### config.mk
export PLATFORM = sky130hd
export DESIGN_NAME = trap_filter_sequencer
export DESIGN_NICKNAME = d
export VERILOG_FILES = /design/src/rtl/trap_filter_sequencer_pkg.sv /design/src/rtl/trap_filter_sequencer.sv
export SDC_FILE = /design/constraint.sdc
export NUM_CORES = 1
export LEC_CHECK = 0
export ABC_CLOCK_PERIOD_IN_PS = 2800
export CAP_MARGIN = 20
export CORE_ASPECT_RATIO = 0.9
export CORE_MARGIN = 2
export CORE_UTILIZATION = 58
export DETAILED_ROUTE_END_ITERATION = 6
export DONT_BUFFER_PORTS = 1
export GPL_ROUTABILITY_DRIVEN = 1
export PLACE_DENSITY_LB_ADDON = 0.25
export SKIP_CTS_REPAIR_TIMING = 1
export SKIP_LAST_GASP = 1
export SLEW_MARGIN = 20
export SYNTH_ARGS = -nofsm -noshare
export SYNTH_HDL_FRONTEND = slang
export SYNTH_SLANG_ARGS = --single-unit
### constraint.sdc
create_clock -name clk -period 2.8 [get_ports clk]
set_input_delay 0.42 -clock clk [delete_from_list [all_inputs] [get_ports clk]]
set_output_delay 0.42 -clock clk [all_outputs]
set_load 0.005 [all_outputs]
### src/rtl/trap_filter_sequencer_pkg.sv
// Shared types and sizing for the trapezoidal-filter acquisition sequencer.
// Filter geometry (K, L, M) and the derived settle/window lengths live here so
// the sequencer and any readout logic agree on them.
package pkg_trap_seq;

  localparam int SIZE_OUT_DATA = 16;
  localparam int SIZE_TS       = 16;
  localparam int K             = 5;
  localparam int L             = 8;
  localparam int M             = 16;

  localparam int SETTLE_LEN = K + L;
  localparam int WIN_LEN    = L - K + 1;
  localparam int CNT_W      = $clog2(((K + L) > M ? (K + L) : M) + 1);
  localparam int MISS_W     = 8;

  typedef enum logic [2:0] {
    IDLE,
    CLEAR,
    SETTLE,
    ARMED,
    PEAK,
    REPORT,
    HOLDOFF
  } seq_state_t;

endpackage

### src/rtl/trap_filter_sequencer.sv
// Acquisition sequencer for the trapezoidal shaping filter.
// Clears/enables the filter, waits for it to settle, triggers on a threshold
// crossing, tracks the flat-top peak and hands amplitude + timestamp to the
// readout over valid/ready. Triggers lost while reporting or in hold-off are
// counted in a saturating counter.
// Build option: define PILEUP_REJECT_EN to drop events whose flat top dips to
// or below threshold and rises above it again (pile-up); otherwise pileup is 0.
module trap_filter_sequencer
  import pkg_trap_seq::*;
(
  input  logic                            clk,
  input  logic                            rst_n,
  input  logic                            arm,
  input  logic signed [SIZE_OUT_DATA-1:0] thr,
  input  logic                            flt_valid,
  input  logic signed [SIZE_OUT_DATA-1:0] flt_data,
  output logic                            flt_en,
  output logic                            flt_clr,
  output logic                            res_valid,
  input  logic                            res_ready,
  output logic signed [SIZE_OUT_DATA-1:0] res_amp,
  output logic        [SIZE_TS-1:0]       res_ts,
  output logic                            busy,
  output logic                            pileup,
  output logic        [MISS_W-1:0]        miss_cnt
);

  // Last-sample values of the shared counter for each counting state.
  localparam logic [CNT_W-1:0] SETTLE_LAST = CNT_W'(SETTLE_LEN - 1);
  localparam logic [CNT_W-1:0] WIN_LAST    = CNT_W'(WIN_LEN - 1);
  localparam logic [CNT_W-1:0] HOLD_LAST   = CNT_W'(M - 1);

  seq_state_t                      state;
  logic        [CNT_W-1:0]         cnt;
  logic        [SIZE_TS-1:0]       ts;
  logic signed [SIZE_OUT_DATA-1:0] thr_q;
  logic signed [SIZE_OUT_DATA-1:0] peak;
  logic                            prev_le;
  logic                            above;
  logic                            crossing;

  function automatic logic [MISS_W-1:0] sat_inc(input logic [MISS_W-1:0] v);
    return (v == {MISS_W{1'b1}}) ? v : v + MISS_W'(1);
  endfunction

  function automatic logic signed [SIZE_OUT_DATA-1:0] max_s(
    input logic signed [SIZE_OUT_DATA-1:0] a,
    input logic signed [SIZE_OUT_DATA-1:0] b
  );
    return (b > a) ? b : a;
  endfunction

  assign above    = flt_data > thr_q;
  assign crossing = flt_valid && above && prev_le;

  assign flt_en    = (state != IDLE);
  assign busy      = (state != IDLE);
  assign flt_clr   = (state == CLEAR);
  assign res_valid = (state == REPORT);
  assign res_amp   = peak;

  // Free-running sample timestamp; wraps naturally at 2^SIZE_TS.
  always_ff @(posedge clk or negedge rst_n) begin
    if (!rst_n) ts <= '0;
    else if (flt_valid) ts <= ts + SIZE_TS'(1);
  end

  // Remember whether the previous sample sat at or below threshold, so a
  // crossing is an edge rather than a level.
  always_ff @(posedge clk or negedge rst_n) begin
    if (!rst_n) prev_le <= 1'b0;
    else if (flt_valid) prev_le <= !above;
  end

  // Count triggers that arrive while a result is pending or in hold-off.
  always_ff @(posedge clk or negedge rst_n) begin
    if (!rst_n) miss_cnt <= '0;
    else if (crossing && (state == REPORT || state == HOLDOFF)) miss_cnt <= sat_inc(miss_cnt);
  end

`ifdef PILEUP_REJECT_EN
  logic dipped;
  logic pileup_q;
  assign pileup = pileup_q;
`else
  assign pileup = 1'b0;
`endif

  // Sequencer: one shared counter serves settle, peak window and hold-off.
  always_ff @(posedge clk or negedge rst_n) begin
    if (!rst_n) begin
      state  <= IDLE;
      cnt    <= '0;
      thr_q  <= '0;
      peak   <= '0;
      res_ts <= '0;
`ifdef PILEUP_REJECT_EN
      dipped   <= 1'b0;
      pileup_q <= 1'b0;
`endif
    end else begin
`ifdef PILEUP_REJECT_EN
      pileup_q <= 1'b0;
`endif
      case (state)
        IDLE: begin
          if (arm) state <= CLEAR;
        end
        CLEAR: begin
          cnt   <= '0;
          state <= SETTLE;
        end
        SETTLE: begin
          if (flt_valid) begin
            if (cnt == SETTLE_LAST) begin
              cnt   <= '0;
              thr_q <= thr;
              state <= ARMED;
            end else begin
              cnt <= cnt + CNT_W'(1);
            end
          end
        end
        ARMED: begin
          if (!arm) begin
            state <= IDLE;
          end else if (flt_valid && above) begin
            res_ts <= ts;
            peak   <= flt_data;
            cnt    <= CNT_W'(1);
            state  <= (WIN_LEN == 1) ? REPORT : PEAK;
`ifdef PILEUP_REJECT_EN
            dipped <= 1'b0;
`endif
          end
        end
        PEAK: begin
          if (flt_valid) begin
`ifdef PILEUP_REJECT_EN
            // A second rise inside the flat top means two pulses overlapped.
            if (dipped && above) begin
              pileup_q <= 1'b1;
              cnt      <= '0;
              state    <= HOLDOFF;
            end else begin
              if (!above) dipped <= 1'b1;
`else
            begin
`endif
              peak <= max_s(peak, flt_data);
              cnt  <= cnt + CNT_W'(1);
              if (cnt == WIN_LAST) state <= REPORT;
            end
          end
        end
        REPORT: begin
          // A sample arriving with the accept is not part of hold-off.
          if (res_ready) begin
            cnt   <= '0;
            state <= HOLDOFF;
          end
        end
        HOLDOFF: begin
          if (flt_valid) begin
            if (cnt == HOLD_LAST) begin
              cnt <= '0;
              if (arm) begin
                thr_q <= thr;
                state <= ARMED;
              end else begin
                state <= IDLE;
              end
            end else begin
              cnt <= cnt + CNT_W'(1);
            end
          end
        end
        default: state <= IDLE;
      endcase
    end
  end

endmodule

* Word level (Yosys, flattened, before mapping)
Index checks and enable logic that the tools add are counted.
Storage, ports and cells: flip-flop bits (word level) 81, input port bits 37, output and inout bits 45, logic and storage cells 85
Operators by class: add/subtract/negate cells 3, magnitude comparators 2, equality and inequality tests 23, multiplexer cells 32, bitwise operators 1, reductions and logical operators 16
Operator list (number):
- two-way mux 16 bit | 9
- one-hot mux 16 bit (2 select lines) | 2
- two-way mux 5 bit | 8
- greater-than comparator 16 bit | 2
- two-way mux 3 bit | 10
- one-hot mux 5 bit (6 select lines) | 1
- one-hot mux 3 bit (7 select lines) | 1
- inequality test 2 bit (second input constant) | 10
- adder 16 x 1 -> 16 bit (second input constant) | 1
- == test 5 x 4 -> 1 bit (second input constant) | 2
- == test 3 bit (second input constant) | 3
- AND reduction 9 bit | 1
- adder 8 x 1 -> 8 bit (second input constant) | 1
- == test 8 bit (second input constant) | 1
- AND reduction 7 bit | 1
- == test 3 x 2 -> 1 bit (second input constant) | 2
- AND reduction 6 bit | 1
- nonzero test 6 bit | 1
- adder 5 x 1 -> 5 bit (second input constant) | 1
- == test 5 x 2 -> 1 bit (second input constant) | 1
- AND reduction 5 bit | 1
- inequality test 2 x 1 -> 1 bit (second input constant) | 2
- nonzero test 2 bit | 2
- == test 3 x 1 -> 1 bit (second input constant) | 1
- 10 further kinds | 12

* Longest topological paths before layout
Gate-level depths: netlist of the first run.
word-level depth 5, depth in mapped cells 11, mapped depth without buffers 10

* Least setup slack after synthesis of the first run
No wires, ideal clock.
path type input port to flip-flop, start input port flt_data[1], end register peak[10], in the netlist res_amp[10], library setup time 125 ps, arrival time 2710 ps, data required time 2675 ps, slack -35 ps, stages 10, buffers on the path 2, path through ha_1 nor2b_4 o211ai_2 a2111oi_2 a2111oi_4 mux2i_4 o21a_1 buf_6 buf_12 mux2_4
Between the ends: longest elaborated chain between the ends 4, elaborated cells between the ends (all ways) 6, those cells by class order compare (2); eq/ne (2); reduce/logical (2)
RTL lines:
- start: declaration | line trap_filter_sequencer.sv:16 | input logic signed [SIZE_OUT_DATA-1:0] flt_data,
- greater-than comparator 16 bit | line trap_filter_sequencer.sv:53 | assign above = flt_data > thr_q;
- logical AND 1 bit | line trap_filter_sequencer.sv:127 | end else if (flt_valid && above) begin
- inequality test 2 bit (no source line)
- AND reduction 5 bit (no source line) *
- end signal: assignment | line trap_filter_sequencer.sv:129 | peak <= flt_data;
- end signal: assignment | line trap_filter_sequencer.sv:150 | peak <= max_s(peak, flt_data);
- end: declaration | line trap_filter_sequencer.sv:37 | logic signed [SIZE_OUT_DATA-1:0] peak;
Every way passes the cells marked *; elsewhere a longest branch is shown, timed or not. A chain may end at the register's enable or synchronous reset.

* Final worst setup path of the first run
start register thr_q[15], end register cnt[4]
Between the ends: longest elaborated chain between the ends 4
RTL lines:
- start: declaration | line trap_filter_sequencer.sv:36 | logic signed [SIZE_OUT_DATA-1:0] thr_q;
- start signal: assignment | line trap_filter_sequencer.sv:117 | thr_q <= thr;
- start signal: assignment | line trap_filter_sequencer.sv:168 | thr_q <= thr;
- greater-than comparator 16 bit | line trap_filter_sequencer.sv:53
- logical AND 1 bit | line trap_filter_sequencer.sv:127
- inequality test 2 bit (no source line)
- AND reduction 7 bit (no source line)
- end signal: assignment | line trap_filter_sequencer.sv:120 | cnt <= cnt + CNT_W'(1);
- end signal: assignment | line trap_filter_sequencer.sv:151 | cnt <= cnt + CNT_W'(1);
- end signal: assignment | line trap_filter_sequencer.sv:174 | cnt <= cnt + CNT_W'(1);
- end: declaration | line trap_filter_sequencer.sv:34 | logic [CNT_W-1:0] cnt;
Every way passes these cells.

==> metrics, run 1 <==
R2R depth=9; R2R Setup Slk=0.20 ns; Post-Syn Area=4470 um2; crit-path max FO=4; pin count of the biggest net entering global routing=82; Synth area leaders=dfrtp_1 45%, ha_1 11%, mux2_2 10%, inv_1 3.5%, mux2_4 3.4%; Slew Limit Fails=0; Cells after Synth=397; clk_lat worst skew=0.35 ns; Layout Nets=484; Pwr per Cell Area=751 nW/um2; Hold Crit Class=primary input to register; DIE AREA=8420 um2; crit path DAT=2.84 ns; CP Class=register to register; worst reg2reg startpoint=thr_q[15]$_DFFE_PN0P_; CP Cell Sequence=inv_1, ha_1, nand4_1, a2111oi_2, a2111oi_4, buf_4, mux2i_1, o31ai_2, mux2_2; RePlAce Congestion=0.853; initial antenna violation count=0; core area=7510 um2; CP startpoint kind=register; CP bufs+invs=2; HPWL after DPL=6160 um; Mapped Nets=472; worst vdd ir=0.535 mV; Clk pin slew, worst setup/hold paths=0.08 ns; Initial DRC Count=148; ratio of cells with drive above 1 in the final layout=0.208; #FFs+latches synth=81; IO Port Bufs=0; Clock Skew=0.0108 ns; routed length per placed instance=16.7 um; Peak Freq=384 MHz; Synth cell types=48; sequential fraction of design power=0.474; Switching Fraction=0.347; Post-synth EDFFs=0; vias=2954; slew at the pin with the worst max-slew slack=0.575 ns; vias in the first global route=3000; RSZ-0062 raised after global routing=no; GRT Util Overall=0.215; Worst Path Required=3.04 ns; DR vias/cell=5.79; Initial Util=0.595; Crit path depth=9; P&R area growth vs syn=8.15%; # setup viols final=0; Routed Wire Length=8510 um; Hold Path Origin=flt_valid; Synth Flop Type=dfrtp_1; CTS Buf Count=9; grt ovf=0; Top-Level Pins=82; ys async rst share=1.00; synth warn=0; sw power=1.26 mW; Yosys top cell area share=0.454; GR peak layer=met2; clock buffer depth=2; Clock power frac=0.222; CP endpoint kind=register; Critical Path Sink=cnt[4]$_DFFE_PN0P_; status=finished clean; Max H-tree Level=3; delay-heaviest family, CP=compound AO/OA/AOI/OAI gates; Final Util=0.644; CP max stage delay=0.48 ns; Pint=2.37 mW; GR Util met2=0.345; Post-Syn Area per Cell=11.3 um2; clock sinks=81; Die Ht=87.3 um; drt drc=0; Detail Route Antenna Nets=0; list of most frequent post-synthesis cells=81 x dfrtp_1, 42 x inv_1, 41 x mux2_2, 38 x ha_1, 24 x nand2_1; Seq/Total Area, Yosys=0.454; Setup TNS Final=0 ns; crit share post-route=0.930; Leak=2.33 nW; total power=3.63 mW; R2R Path End=cnt[4]$_DFFE_PN0P_; met1 usage=0.269; final hold vios=0; launch point of the worst path=thr_q[15]$_DFFE_PN0P_; slowest CP cell=a2111oi_2; first-pass GRT wire length=13900 um; TritonCTS clock tree=yes; root buf cell=clkbuf_8; count of maximum capacitance violations=0; Rows=30; met3 Resource Use GR=0.0719; Worst slew margin=0.614; Die W=96.5 um; area leader, netlist=dfrtp_1; Comb power frac=0.304; minimum clock period=2.60 ns; DRT Pass-1 Iters=4; dominant cell by count in the synthesized netlist=dfrtp_1; ant diodes=0
## cell usage in the layout (no fill, tap or decap), types with 2 or more instances in the layout
cell type,n
a21oi_1,17
nand4_1,17
a21o_1,5
and3_1,6
nor2b_1,2
mux2_4,10
and2_1,2
buf_4,10
nand2_1,24
clkinvlp_4,2
o211ai_1,3
mux2i_1,4
ha_1,38
nand2b_1,3
inv_6,2
mux2_2,41
xor2_1,5
xnor2_1,17
and4_1,3
clkbuf_8,11
o21a_1,4
inv_1,42
dfrtp_1,81
a31oi_1,6
nor3b_1,2
nor3_1,7
nand3_1,10
o21ai_0,5
nor2_1,13
## cell families after synthesis
| logic type | count (synthesis) | synth area share |
|---|---|---|
| buf+inv | 54 | 0.0527 |
| compound gates | 50 | 0.0787 |
| other cells | 1 | 0.000840 |
| mux | 56 | 0.151 |
| fa+ha+maj | 38 | 0.106 |
| flops | 81 | 0.454 |
| xor+xnor | 22 | 0.0431 |
| simple gates | 95 | 0.113 |
## area by class of cell
type / instances / area [um2]
Clock buffer: 11 / 151
Multi-Input combinational cell: 262 / 2200
Inverter: 42 / 158
Tap cell: 96 / 120
Timing Repair Buffer: 13 / 133
Fill cell: 577 / 2680
Clock inverter: 5 / 37.5
Sequential cell: 81 / 2030
## worst register-to-register path: cells and delay by family, from the launching register on
family                   cells  cell delay [ns]
flip-flops                   1             0.35
multiplexers                 2             0.55
AND/OR/NAND/NOR              1             0.19
buffers and inverters        2             0.22
AO/OA/AOI/OAI                3             0.88
adder cells (fa/ha/maj)      1             0.30
## worst min path at each step
stage / to / slack, ns / cells past startpoint
floorplan: cnt[0]$_DFFE_PN0P_ / 0.12 / 0
global placement: thr_q[1]$_DFFE_PN0P_ / 0.13 / 0
detailed placement: res_amp[3]$_DFFE_PN0P_ / 0.13 / 0
CTS: state[2]$_DFFE_PN0P_ / -0.26 / 0
global route: ts[0]$_DFFE_PN0P_ / 0.12 / 1
finish: ts[0]$_DFFE_PN0P_ / 0.15 / 1
## power by group through the flow
| stage | combinational, mW | sequential (mW) | clock [mW] |
|---|---|---|---|
| 3_5_place_dp | 1.07 | 1.74 | 0 |
| 2_1_floorplan | 0.918 | 1.63 | 0 |
| 5_1_grt | 1.25 | 1.78 | 0.894 |
| 4_1_cts | 1.08 | 1.72 | 0.832 |
| 6_report | 1.10 | 1.72 | 0.807 |
| 3_3_place_gp | 1.03 | 1.73 | 0 |
## sequential cells by signal, summed over array words and instances (netlist names)
name / count
res_amp: 16
res_ts: 16
thr_q: 16
ts: 16
miss_cnt: 8
cnt: 5
state: 3
prev_le: 1
## routing by layer
layer	vias up	wire length, um
li1	1417	-
met1	1441	3580
met2	75	4210
met3	21	493
met4	0	219
met5	-	0
## through the flow
stage / instance area (um2) / std cells / worst slack, ns / hold slack [ns]
6_report: 4830 / 510 / 0.195 / 0.150
5_1_grt: 4830 / 510 / 0.0283 / 0.117
4_1_cts: 4790 / 508 / 0.185 / -0.260
3_5_place_dp: 4600 / 492 / 0.157 / 0.127
3_3_place_gp: 4600 / 492 / 0.190 / 0.127
2_1_floorplan: 4470 / 397 / 0.0514 / 0.124
No activity file was read; power rests on OpenSTA's default activity.
==> run 2, diff against run 1 <==
--- a/config.mk
+++ b/config.mk
@@ -5,6 +5,7 @@
 export SDC_FILE = /design/constraint.sdc
 export NUM_CORES = 1
 export LEC_CHECK = 0
+export ABC_AREA = 1
 export ABC_CLOCK_PERIOD_IN_PS = 2800
 export CAP_MARGIN = 20
 export CORE_ASPECT_RATIO = 0.9
==> run 2 against run 1 <==
Against the previous run: clock-buffer cell count down 2; cell count up 28%; critical path depth up 4; via count up 20%; critical endpoint is now res_amp[11]$_DFFE_PN0P_; highest routed layer unchanged.
==> metrics, run 2 <==
status=finished clean; Die W=97.7 um; minimum clock period=2.25 ns; worst reg2reg startpoint=res_amp[15]$_DFFE_PN0P_; Die Ht=88.3 um; Max H-tree Level=3; Detail Route Antenna Nets=0; XOR/XNOR Fraction of Synth Area=0.0306; Initial Util=0.604; crit share post-route=0.802; dominant cell by count in the synthesized netlist=nand2_1; GRT Util Overall=0.230; Clock Skew=0.0107 ns; largest family of logic cells by synthesized area=simple AND/OR/NAND/NOR gates; Worst Path Required=3.05 ns; met3 routed WL=736 um; delay-heaviest family, CP=simple AND/OR/NAND/NOR gates; RePlAce Congestion=0.888; DR top layer=met4; Fillers=658; Yosys top cell area share=0.443; R2R Setup Slk=0.55 ns; CTS Buf Count=9; Design Area, Final=4820 um2; ratio of cells with drive above 1 in the final layout=0.0755; grt ovf=0; Synth Flop Type=dfrtp_1; drt drc=0; register area=2030 um2; vias=3539; TritonCTS clock tree=yes; P&R area growth vs syn=5.19%; post-synthesis mux area share=0.00246; Leak=2.50 nW; CP startpoint kind=register; commonest non-fill, non-tap cell in the layout=nand2_1; clock buffer depth=2; final hold vios=0; launch point of the worst path=res_amp[15]$_DFFE_PN0P_; Clk pin slew, worst setup/hold paths=0.09 ns; count of maximum capacitance violations=0; placed cell area=4600 um2; CP bufs+invs=2; worst vdd ir=0.499 mV; root buf cell=clkbuf_8; IO Port Bufs=0; routed length per placed instance=14.5 um; vias in the first global route=3409; crit-path max FO=17; area leader, netlist=dfrtp_1; synth warn=0; Initial DRC Count=150; Seq/Total Area, Yosys=0.443; Post-synth EDFFs=0; HPWL after DPL=7050 um; Top-Level Pins=82; core area=7580 um2; Mapped Nets=625; first-pass GRT wire length=15800 um; Peak Freq=445 MHz; Slew Limit Fails=0; Setup TNS Final=0 ns; ys async rst share=1.00; Top cell by count, worst path=nand2_1; DIE AREA=8630 um2; clock sinks=81; Cells after Synth=550; # setup viols final=0; Pwr per Cell Area=958 nW/um2; routed wl met2=4310 um; Layout Nets=626; most frequent cells in the layout=128 x nand2_1, 86 x inv_1, 81 x dfrtp_1, 38 x ha_1; RSZ-0062 raised after global routing=no; adder-cell share of the synthesized area=0.104; DRT Pass-1 Iters=4; Synth cell types=36; Final Util=0.635; met1 wire length=4280 um; compound-cell area share of the yosys netlist=0.0918; Hold Crit Class=primary input to register; area taken by multi-input logic gates=2100 um2; CP max stage delay=0.40 ns; CP Cell Sequence=inv_1, ha_1, nand2_1, nor2_1, nand2_1, inv_1, nand2_1, nand3_1, nand3_1, nand2_2, nand3_4, nand2_1, nand2_1; pin count of the biggest net entering global routing=82; Rows=30; clk_lat worst skew=0.36 ns; Hold Path Origin=flt_valid; CP Class=register to register; Post-Syn Area per Cell=8.33 um2; Post-Syn Area=4580 um2; list of most frequent post-synthesis cells=128 x nand2_1, 86 x inv_1, 81 x dfrtp_1, 38 x ha_1; DR vias/cell=5.43; CP endpoint kind=register; ant diodes=0; Synth area leaders=dfrtp_1 44%, nand2_1 10%, ha_1 10%, inv_1 7.0%, a21oi_1 3.7%; Routed Wire Length=9460 um; initial antenna violation count=0; #FFs+latches synth=81; Post-Synth Simple-Gate Area=0.230; crit path DAT=2.50 ns; slowest CP cell=dfrtp_1
==> run 2: path summary, 6_finish.rpt <==
kind	endpoint	cells past startpoint
worst min register to register	ts[13]$_DFFE_PN0P_	1
max in group asynchronous	res_ts[6]$_DFFE_PN0P_	2
worst max register to register	res_amp[11]$_DFFE_PN0P_	13
worst min-delay path	ts[0]$_DFFE_PN0P_	1
min in group asynchronous	thr_q[10]$_DFFE_PN0P_	2
worst max-delay path	res_amp[11]$_DFFE_PN0P_	13
==> run 2: final cells by class <==
| type | count | share of cell area |
|---|---|---|
| clock inverter | 7 | 0.0112 |
| tap | 96 | 0.0249 |
| multi-input combinational | 364 | 0.437 |
| clock buffer | 9 | 0.0257 |
| timing repair buffer | 3 | 0.00935 |
| inverter | 92 | 0.0717 |
| sequential | 81 | 0.421 |
==> run 2: logic make-up (layout without fill, tap and decap cells) <==
logic type,after synthesis,in the layout
flip-flops,81,81
multiplexers,1,1
adder cells (fa/ha/maj),38,38
XOR/XNOR,16,16
buffers and inverters,105,111
other,1,1
AND/OR/NAND/NOR,229,229
AO/OA/AOI/OAI,79,79
==> run 2: stage by stage <==
stage / hold WS [ns] / instances / setup slack [ns] / total power [mW]
global placement: 0.127 / 634 / 0.578 / 3.72
CTS: -0.269 / 650 / 0.534 / 4.62
global route: 0.136 / 652 / 0.254 / 5.06
finish: 0.140 / 652 / 0.554 / 4.62
detailed placement: 0.127 / 634 / 0.515 / 3.81
floorplan: 0.124 / 550 / 0.803 / 3.45
==> run 2: power by group <==
group          switching, mW  internal [mW]  total [mW]
Combinational           1.18          0.668        1.85
Clock                  0.466          0.328       0.794
Sequential             0.362           1.61        1.97
Total                   2.01           2.61        4.62
==> run 2: metal layers <==
layer	global-route usage	vias to the layer above
li1	-	1775
met1	0.296	1649
met2	0.370	106
met3	0.0806	9
met4	0.0745	0
met5	0	-
==> run 3, diff against run 2 <==
--- a/config.mk
+++ b/config.mk
@@ -6,7 +6,7 @@
 export NUM_CORES = 1
 export LEC_CHECK = 0
 export ABC_AREA = 1
-export ABC_CLOCK_PERIOD_IN_PS = 2800
+export ABC_CLOCK_PERIOD_IN_PS = 2000
 export CAP_MARGIN = 20
 export CORE_ASPECT_RATIO = 0.9
 export CORE_MARGIN = 2
==> constraint.sdc (replaced) <==
create_clock -name clk -period 2 [get_ports clk]
set_input_delay 0.3 -clock clk [delete_from_list [all_inputs] [get_ports clk]]
set_output_delay 0.3 -clock clk [all_outputs]
set_load 0.005 [all_outputs]
==> run 3 against run 2 <==
Against the previous run: the run now ends with hold timing, setup timing left; worst hold slack got worse by 0.52 ns; total power is 57% higher; cell count rose by 2.8%; flip-flop and latch count unchanged; register-to-register slack got worse by 0.66 ns; utilization is 6.4 points higher; critical path depth up 3; via count increased by 4.0%; largest cell class unchanged; highest routed layer unchanged.
==> metrics, run 3 (synthesized netlist as in run 2, its figures left out) <==
dpl cells=647; core area=7580 um2; Clock Skew=0.0134 ns; CP endpoint kind=register; drt drc=0; Pwr per Cell Area=1370 nW/um2; GRT Util Overall=0.239; fin worst setup slack=-0.105 ns; Setup TNS Final=-2.04 ns; Setup WS pre-CTS=-0.145 ns; Die Ht=88.3 um; Worst slew margin=0.585; commonest non-fill, non-tap cell in the layout=nand2_1; failing checks=hold timing, setup timing; Layout Nets=644; vias=3682; Top cell by count, worst path=nand2_1; CP startpoint kind=register; initial antenna violation count=0; R2R depth=16; crit-path max FO=16; slew at the pin with the worst max-slew slack=0.617 ns; IO Port Bufs=0; routed length per placed instance=15.6 um; Hold Crit Class=primary input to async pin; Min Hold Slack=-0.376 ns; CP Class=register to register; delay-heaviest family, CP=simple AND/OR/NAND/NOR gates; vias in the first global route=3560; TritonCTS clock tree=yes; ratio of cells with drive above 1 in the final layout=0.195; P&R area growth vs syn=15.8%; clk_lat worst skew=0.36 ns; Worst Path Required=2.25 ns; final hold vios=81; Initial Util=0.604; Routed Wire Length=10500 um; Leak=2.64 nW; CTS Buf Count=9; first-pass GRT wire length=16700 um; count of maximum capacitance violations=0; RSZ-0062 raised after global routing=yes; crit share post-route=1.05; CP Cell Sequence=inv_2, ha_4, nand2_2, nor2_4, nand2_1, nor2_2, nand2_1, nand3_1, nand2_1, nand2_2, nand2_4, inv_6, nand3_4, clkbuf_16, nand2_1, o21ai_1; status=finished with violations; Rows=30; R2R Path End=res_ts[10]$_DFFE_PN0P_; root buf cell=clkbuf_8; # setup viols final=40; Slew Limit Fails=0; grt ovf=0; ant diodes=0; clock sinks=81; worst reg2reg startpoint=thr_q[10]$_DFFE_PN0P_; Detail Route Antenna Nets=0; DIE AREA=8630 um2; CP bufs+invs=3; Clk pin slew, worst setup/hold paths=0.10 ns; Max H-tree Level=3; pin count of the biggest net entering global routing=82; clock buffer depth=2; worst vdd ir=0.735 mV; RePlAce Congestion=0.886; Fillers=617; DRT Pass-1 Iters=4; Top-Level Pins=82; minimum clock period=2.10 ns; Initial DRC Count=191; slowest CP cell=dfrtp_1; Die W=97.7 um; Peak Freq=475 MHz; R2R Setup Slk=-0.10 ns; Post-Layout Cell Count=670; CP max stage delay=0.36 ns; crit path DAT=2.35 ns; DR vias/cell=5.50; HPWL after DPL=7390 um; most frequent cells in the layout=104 x nand2_1, 81 x dfrtp_1, 79 x inv_1, 32 x a21oi_1, 31 x nor2_1
run 3: worst max path at each step:
stage,from,to,slack (ns),cells past startpoint
6_report,thr_q[10]$_DFFE_PN0P_,res_ts[10]$_DFFE_PN0P_,-0.10,16
5_1_grt,thr_q[13]$_DFFE_PN0P_,res_ts[10]$_DFFE_PN0P_,-0.25,16
4_1_cts,thr_q[15]$_DFFE_PN0P_,miss_cnt[4]$_DFFE_PN0P_,-0.17,17
3_5_place_dp,thr_q[15]$_DFFE_PN0P_,miss_cnt[4]$_DFFE_PN0P_,-0.14,17
3_3_place_gp,thr_q[15]$_DFFE_PN0P_,miss_cnt[4]$_DFFE_PN0P_,0.02,17
2_1_floorplan,thr_q[15]$_DFFE_PN0P_,res_amp[10]$_DFFE_PN0P_,0.08,16
run 3: area by class of cell:
class / instances / area [um2] / area share
Clock buffer: 9 / 124 / 0.0233
Clock inverter: 7 / 60.1 / 0.0113
Inverter: 92 / 355 / 0.0670
Multi-Input combinational cell: 365 / 2390 / 0.450
Sequential cell: 81 / 2030 / 0.382
Tap cell: 96 / 120 / 0.0226
Timing Repair Buffer: 20 / 230 / 0.0434
run 3: metal layers:
metal | vias up | wire length, um | global-route usage
li1 | 1819 | - | -
met1 | 1736 | 4610 | 0.318
met2 | 111 | 5040 | 0.387
met3 | 16 | 685 | 0.0782
met4 | 0 | 121 | 0.0606
met5 | - | 0 | 0
run 3: stage by stage:
step | utilization | total power, mW | cell area (um2) | hold slack, ns
detailed placement | 0.623 | 5.54 | 4730 | 0.00607
finish | 0.700 | 7.25 | 5310 | -0.376
global placement | 0.623 | 5.37 | 4730 | 0.00661
floorplan | - | 4.83 | 4580 | 0.00441
global route | 0.700 | 7.86 | 5310 | -0.398
CTS | 0.648 | 6.68 | 4910 | -0.384
run 3: power by group:
part	total (mW)	internal, mW	switching (mW)
Clock	1.13	0.470	0.660
Combinational	3.33	1.35	1.98
Sequential	2.78	2.26	0.523
Total	7.25	4.08	3.16
